<file path="config.mk">
export PLATFORM = sky130hd
export DESIGN_NAME = sram_req_arbiter
export DESIGN_NICKNAME = d
export VERILOG_FILES = /design/src/rtl/sram_req_arbiter.sv
export SDC_FILE = /design/constraint.sdc
export NUM_CORES = 1
export LEC_CHECK = 0
export BUFFER_PORTS_ARGS = -buffer_cell sky130_fd_sc_hd__buf_2
export CAP_MARGIN = 15
export CELL_PAD_IN_SITES_DETAIL_PLACEMENT = 1
export CELL_PAD_IN_SITES_GLOBAL_PLACEMENT = 1
export CORE_AREA = 3 3 124 126
export CTS_BUF_LIST = sky130_fd_sc_hd__clkbuf_2 sky130_fd_sc_hd__clkbuf_4 sky130_fd_sc_hd__clkbuf_8
export CTS_CLUSTER_SIZE = 28
export DETAILED_ROUTE_END_ITERATION = 16
export DIE_AREA = 0 0 127 129
export GPL_TIMING_DRIVEN = 0
export PLACE_DENSITY_LB_ADDON = 0.3
export SLEW_MARGIN = 15
export SYNTH_ARGS = -nofsm -noshare
export SYNTH_HDL_FRONTEND = slang
export SYNTH_SLANG_ARGS = --single-unit
</file>
<file path="constraint.sdc">
create_clock -name clk -period 1.82 [get_ports clk]
set_input_delay 0.364 -clock clk [delete_from_list [all_inputs] [get_ports clk]]
set_output_delay 0.364 -clock clk [all_outputs]
set_load 0.02 [all_outputs]
</file>
<file path="src/rtl/sram_req_arbiter.sv">
// sram_req_arbiter: merges the inst-fetch and data SRAM-like request ports onto
// one shared SRAM-like port and routes in-order responses back to their owner.
module sram_req_arbiter #(
    parameter int unsigned MAX_OUTST  = 4,
    parameter int unsigned STARVE_LIM = 4
) (
    input  logic                             clk,
    input  logic                             reset,

    input  logic                             inst_req,
    input  logic                             inst_wr,
    input  logic [3:0]                       inst_wen,
    input  logic [31:0]                      inst_addr,
    input  logic [31:0]                      inst_wdata,
    output logic                             inst_addr_ok,
    output logic                             inst_data_ok,
    output logic [31:0]                      inst_rdata,

    input  logic                             data_req,
    input  logic                             data_wr,
    input  logic [3:0]                       data_wen,
    input  logic [31:0]                      data_addr,
    input  logic [31:0]                      data_wdata,
    output logic                             data_addr_ok,
    output logic                             data_data_ok,
    output logic [31:0]                      data_rdata,

    output logic                             mem_req,
    output logic                             mem_wr,
    output logic [3:0]                       mem_wen,
    output logic [31:0]                      mem_addr,
    output logic [31:0]                      mem_wdata,
    input  logic                             mem_addr_ok,
    input  logic                             mem_data_ok,
    input  logic [31:0]                      mem_rdata,

    output logic [$clog2(MAX_OUTST):0]       outst_cnt,
    output logic                             err_spurious
);

    localparam int unsigned PW   = $clog2(MAX_OUTST);
    localparam int unsigned PTRW = PW + 1;
    localparam int unsigned SCW  = $clog2(STARVE_LIM + 1);

    // Owner FIFO (0 = inst, 1 = data), pointers carry a wrap bit.
    logic [MAX_OUTST-1:0] owner_q, owner_d;
    logic [PTRW-1:0]      wrptr_q, wrptr_d;
    logic [PTRW-1:0]      rdptr_q, rdptr_d;
    logic [SCW-1:0]       starve_q, starve_d;
    logic                 err_q, err_d;

    logic                 full;
    logic                 empty;
    logic                 contested;
    logic                 grant_data;
    logic                 accept;
    logic                 pop;
    logic                 head_owner;

    // FIFO status from the registered pointers (evaluated before any pop).
    always_comb begin
        full  = (wrptr_q[PW] != rdptr_q[PW]) && (wrptr_q[PW-1:0] == rdptr_q[PW-1:0]);
        empty = (wrptr_q == rdptr_q);
    end

    // Grant: data wins contention unless inst has been starved STARVE_LIM times.
    always_comb begin
        contested  = inst_req & data_req;
        grant_data = 1'b0;
        if (data_req && !inst_req) begin
            grant_data = 1'b1;
        end else if (contested) begin
            grant_data = (starve_q != SCW'(STARVE_LIM));
        end
    end

    // Shared-port request and payload mux from the grant winner.
    always_comb begin
        mem_req   = (inst_req | data_req) & ~full;
        mem_wr    = inst_wr;
        mem_wen   = inst_wen;
        mem_addr  = inst_addr;
        mem_wdata = inst_wdata;
        if (grant_data) begin
            mem_wr    = data_wr;
            mem_wen   = data_wen;
            mem_addr  = data_addr;
            mem_wdata = data_wdata;
        end
    end

    // Request handshake back to the winner.
    always_comb begin
        accept       = mem_req & mem_addr_ok;
        inst_addr_ok = accept & ~grant_data;
        data_addr_ok = accept &  grant_data;
    end

    // Response routing to the owner of the oldest outstanding transaction.
    always_comb begin
        pop          = mem_data_ok & ~empty;
        head_owner   = owner_q[rdptr_q[PW-1:0]];
        inst_data_ok = pop & ~head_owner;
        data_data_ok = pop &  head_owner;
        inst_rdata   = mem_rdata;
        data_rdata   = mem_rdata;
    end

    // Next-state for FIFO, starvation counter and sticky spurious flag.
    always_comb begin
        owner_d  = owner_q;
        wrptr_d  = wrptr_q;
        rdptr_d  = rdptr_q;
        starve_d = starve_q;
        err_d    = err_q;

        if (accept) begin
            owner_d[wrptr_q[PW-1:0]] = grant_data;
            wrptr_d                  = wrptr_q + PTRW'(1);
            if (!grant_data) begin
                starve_d = '0;
            end else if (contested && (starve_q != SCW'(STARVE_LIM))) begin
                starve_d = starve_q + SCW'(1);
            end
        end

        if (pop) begin
            rdptr_d = rdptr_q + PTRW'(1);
        end

        if (mem_data_ok && empty) begin
            err_d = 1'b1;
        end
    end

    // State registers, synchronous active-high reset.
    always_ff @(posedge clk) begin
        if (reset) begin
            owner_q  <= '0;
            wrptr_q  <= '0;
            rdptr_q  <= '0;
            starve_q <= '0;
            err_q    <= 1'b0;
        end else begin
            owner_q  <= owner_d;
            wrptr_q  <= wrptr_d;
            rdptr_q  <= rdptr_d;
            starve_q <= starve_d;
            err_q    <= err_d;
        end
    end

    // Pointer difference is the occupancy; the wrap bit makes it exact.
    always_comb begin
        outst_cnt    = wrptr_q - rdptr_q;
        err_spurious = err_q;
    end

endmodule

</file>
# --- Yosys cells after proc, flatten, opt, wreduce, memory -nomap -nowiden ---
# Cells that the tools add are included.
totals:
  reg_bits: 14
  latchBits: 0
  ram_bits: 0
  romBits: 0
  inputBits: 176
  out_inout_bits: 142
  word_cells: 50
  mem_count: 0
op_classes:
  n_addsub: 4
  n_mul: 0
  div: 0
  n_lt_le_gt_ge: 3
  n_eq_ne: 5
  n_shift: 0
  mux: 13
  bitwise: 13
  reduce_logical: 7
op_table:
  columns: ["op", "n"]
  rows:
  - ["2-to-1 mux 32 bit", 2]
  - ["adder 3 x 1 -> 3 bit (second input constant)", 3]
  - ["bitwise AND 1 bit", 8]
  - ["< comparator 2 x 3 -> 1 bit (second input constant)", 2]
  - ["2-to-1 mux 3 bit", 2]
  - ["logical AND 1 bit", 5]
  - ["2-to-1 mux 1 bit", 5]
  - ["bitwise mux 4 bit", 1]
  - ["2-to-1 mux 4 bit", 1]
  - ["inverter 1 bit", 4]
  - ["== test 3 bit", 1]
  - ["inequality test 3 bit (second input constant)", 1]
  - ["subtractor 3 bit", 1]
  - ["binary-select mux 1 bit (select 2 bit)", 1]
  - ["demux 1 bit (select 2 bit)", 1]
  - ["== test 2 bit", 1]
  - [">= comparator 2 x 1 -> 1 bit (second input constant)", 1]
  - ["inequality test 2 x 1 -> 1 bit (second input constant)", 1]
  - ["AND reduction 2 bit", 1]
  - ["zero test 1 bit", 1]
  - ["inequality test 1 bit", 1]
  - ["OR 1 bit", 1]

# --- Logic depth before layout (Yosys ltp) ---
depth:
  depth_word: 6
  ltp_mapped: 6
  depth_no_buf: 6

# --- Least setup slack after synthesis ---
# OpenSTA, ideal clock, no wires.
synth_timing:
  path_kind: "flip-flop to output port"
  start: "register rdptr_q[1]"
  end: "output data_addr_ok"
  arrival_ns: 1.490
  t_required_ns: 1.456
  slack_ns: -0.034
  stages_incl_launch_ff: 5
  path_buffers: 0
  path_cell_list: "dfxtp_1 -> inv_1 -> ha_1 -> a31oi_2 -> nor2b_1"
synth_via:
  elab_chain_len: 6
synth_lines:
  columns: ["item", "line", "source"]
  rows:
  - ["start, declared", "48", "logic [PTRW-1:0] rdptr_q, rdptr_d;"]
  - ["start signal, assigned", "147", "rdptr_q <= rdptr_d;"]
  - ["== test 2 bit", "62", "full = (wrptr_q[PW] != rdptr_q[PW]) && (wrptr_q[PW-1:0] == rdptr_q[PW-1:0]);"]
  - ["logical AND 1 bit", "62", null]
  - ["inverter 1 bit", "79", "mem_req = (inst_req | data_req) & ~full;"]
  - ["bitwise AND 1 bit", "79", null]
  - ["bitwise AND 1 bit", "94", "accept = mem_req & mem_addr_ok;"]
  - ["bitwise AND 1 bit", "96", "data_addr_ok = accept & grant_data;"]
  - ["end, declared", "24", "output logic data_addr_ok,"]
# Every way passes these cells.

# --- Worst setup path in the final report ---
layout_timing:
  start: "register starve_q[0]"
  end: "output mem_addr[22]"
layout_via:
  elab_chain_len: 4
layout_lines:
  columns: ["item", "line", "source"]
  rows:
  - ["start, declared", "49", "logic [SCW-1:0] starve_q, starve_d;"]
  - ["start signal, assigned", "148", "starve_q <= starve_d;"]
  - ["inequality test 3 bit", "73", "grant_data = (starve_q != SCW'(STARVE_LIM));"]
  - ["2-to-1 mux 1 bit", "72", "end else if (contested) begin"]
  - ["2-to-1 mux 1 bit", "70", "if (data_req && !inst_req) begin"]
  - ["2-to-1 mux 32 bit", "84", "if (grant_data) begin"]
  - ["end, declared", "31", "output logic [31:0] mem_addr,"]
# Every way passes these cells.

==> flow_metrics.env <==
export IMPL_antenna_found_initial=1
export IMPL_fp_dieH_um=129
export IMPL_nets=732
export IMPL_die_width_um=127
export IMPL_synth_area_leaders="mux2_2, buf_4, dfxtp_1, ha_1, mux2i_1"
export IMPL_critPathLaunchType="flop"
export IMPL_synth_fp_nets=417
export IMPL_io_pins=318
export IMPL_sw_frac_of_total_pct=39.34
export IMPL_hold_viol_final=0
export IMPL_report_final_slew_viol_count=0
export IMPL_tightest_slew_ns=0.5526
export IMPL_viasPerCell=3.897
export IMPL_p_switching_mw=0.9245
export IMPL_multi_input_area_um2=1715
export IMPL_maxCapViolCount=0
export IMPL_insertion_delay_ns=0.25
export IMPL_routabilityCongestion=0.8059
export IMPL_fillCellCount=1753
export IMPL_worst_slack_ns=-0.3376
export IMPL_synth_area_leader_cell="mux2_2"
export IMPL_cts_tree="built"
export IMPL_grt_pass1_wl_mm=16.96
export IMPL_start_util_pct=14.82
export IMPL_cts_hold_buf=0
export IMPL_final_setup_tns_ns=-19.21
export IMPL_sequentialPowerShare_pct=15.3
export IMPL_clockRootBuffer="clkbuf_8"
export IMPL_numCtsBuffers=3
export IMPL_ys_async_sr_fraction_pct=0
export IMPL_fin_worst_skew_ns=0.001945
export IMPL_grt_pass1_vias=3051
export IMPL_syn_instance_count=231
export IMPL_syn_area_um2=2138
export IMPL_layout_min_cycle_time_ns=2.158
export IMPL_die_area_um2=16380
export IMPL_drt_antenna_violating_nets=0
export IMPL_grt_max_degree=11
export IMPL_reg2reg_slack_ns=0.29
export IMPL_min_path_type="in -> reg"
export IMPL_row_count=44
export IMPL_ys_seq_area_share_pct=13.11
export IMPL_worstSetupPathType="reg -> out"
export IMPL_ys_ff_latch=14
export IMPL_drive_gt1_share_pct=89.36
export IMPL_wl_per_cell_um=17.26
export IMPL_grt_setup_unrepaired="true"
export IMPL_p_leak_nw=2.773
export IMPL_synth_edf_count=0
export IMPL_drtIter0Drc=32
export IMPL_critPathCaptureType="output pin"
export IMPL_power_density_nw_per_um2=461.3
export IMPL_overflow=0
export IMPL_crit_fanout=5
export IMPL_yosys_warnings=0
export IMPL_setup_viol=73
export IMPL_clkSlewWorstSetupHoldPaths_ns=0.06
export IMPL_syn_mean_instance_area_um2=9.257
export IMPL_status="finished, violations left"
export IMPL_synthFlopType="dfxtp_1"
export IMPL_worstPathArrival_ns=1.79
export IMPL_whs_path_depth=3
export IMPL_first_pass_iters=4
export IMPL_dp_slack_ns=-0.4785
export IMPL_pwr_share_clk_pct=13.5
export IMPL_reg2regPathDepth=6
export IMPL_violations="setup timing"
export IMPL_period_share_pct=118.6
export IMPL_drc=0
export IMPL_final_hold_worst_slack_ns=0.4166
export IMPL_place_detailed_hpwl_mm=9.930
export IMPL_area_delta_synth_final_pct=138.2
export IMPL_power_share_combinational_pct=71.2
export IMPL_cp_required_ns=1.46
export IMPL_power_mw=2.350
export IMPL_clock_sinks=14
export IMPL_synth_top_area_share_pct=36.86
export IMPL_fmaxAchievable_ghz=0.4635
export IMPL_peakVddDrop_mv=0.2385
export IMPL_core_area_um2=14420
export IMPL_num_vias=2845
export IMPL_drt_wl_total_mm=12.60
export IMPL_slew_headroom_pct=63.16
export IMPL_cts_max_path_buffers=2
export IMPL_grt_usage_pct=13.10
export IMPL_htree_num_levels=1
export IMPL_regArea_um2=300.3
export IMPL_post_synth_num_cell_types=31
export IMPL_intPower_mw=1.425
export IMPL_portBuffers=285
state kept, by name, summed over array words and instances (netlist names):
| signal | cells |
|---|---|
| err_spurious | 1 |
| wrptr_q | 3 |
| rdptr_q | 3 |
| owner_q | 4 |
| starve_q | 3 |
cells in the mapped netlist, drive strengths merged (2+ instances only):
cell,number
mux2i,6
inv,8
xor2,4
nor2b,2
xnor2,2
nand2b,4
buf,71
nand2,9
ha,9
dfxtp,14
a21oi,3
a31oi,2
o21ai,3
nor2,12
mux2,70
power by group through the flow:
stage	registers [mW]	logic [mW]	clock network, mW
floorplan	0.360	0.735	0
finish	0.361	1.67	0.317
global placement	0.361	1.18	0
detailed placement	0.362	1.19	0
global route	0.366	1.77	0.342
CTS	0.361	1.52	0.326
per-layer routing:
metal	vias up	share of wire, %	global-route usage, %	wire length (µm)
li1	1357	-	-	-
met1	1327	34	14.06	4239
met2	146	56	25.59	7034
met3	15	8.2	3.736	1032
met4	0	2.3	2.397	290
met5	-	0	0	0
path summary, 6_finish.rpt:
path / from / to
worst max-delay path: starve_q[0] / mem_addr[22]
worst min-delay path: mem_data_ok / err_spurious
worst max register to register: rdptr_q[1] / wrptr_q[2]
worst min register to register: err_spurious / err_spurious
layout make-up:
cell class                 count  share of cell area, %
timing repair buffer         308                  42.47
multi-input combinational    139                  33.68
buffer                        72                  11.67
sequential                    14                  5.895
tap                          184                  4.520
clock buffer                   4                  1.081
inverter                       8                 0.6387
antenna                        1                0.04913
critical path, cell delays in order (launching register included):
cell	delay, ns
dfxtp_2	0.32
inv_2	0.07
ha_4	0.15
nand3_4	0.16
nand2_8	0.19
clkbuf_16	0.17
mux2_2	0.34
buf_6	0.14
logic make-up after synthesis:
logic type / count (synthesis) / synth area share, %
buffers and inverters: 80 / 25.69
muxes: 77 / 40.73
and+or+nand+nor: 32 / 6.963
DFF: 14 / 13.11
AOI/OAI and AO/OA: 12 / 4.505
adders and majority gates: 10 / 6.203
xor gates and xnor gates: 6 / 2.809
metrics by stage:
step           util [%]  std cells  instance area [µm²]
5_1_grt           35.31        730                 5094
4_1_cts           32.15        724                 4637
3_3_place_gp      26.33        700                 3797
6_report          35.31        730                 5094
3_5_place_dp      26.33        700                 3797
2_1_floorplan         -        231                 2141
layout by cell type, fill, tap and decap left out, drive strengths merged:
master,count
a21boi,1
a21oi,3
a311oi,1
a31o,1
a31oi,2
buf,375
clkbuf,9
dfxtp,14
diode,1
fa,1
ha,9
inv,8
mux2,70
mux2i,6
mux4,1
nand2,11
nand2b,4
nand3,1
nand3b,1
nor2,12
nor2b,2
nor3b,1
o211ai,1
o21ai,3
or2,1
or3,1
xnor2,2
xor2,4
timing repair:
| action | in CTS | in global routing |
|---|---|---|
| setup endpoints to repair | 79 | 76 |
| resized for setup | 165 | 124 |
| buffers inserted | 16 | 3 |
| cloned | 4 | 5 |
| pin swaps | 8 | 5 |
Power figures use the tool's default switching activity.
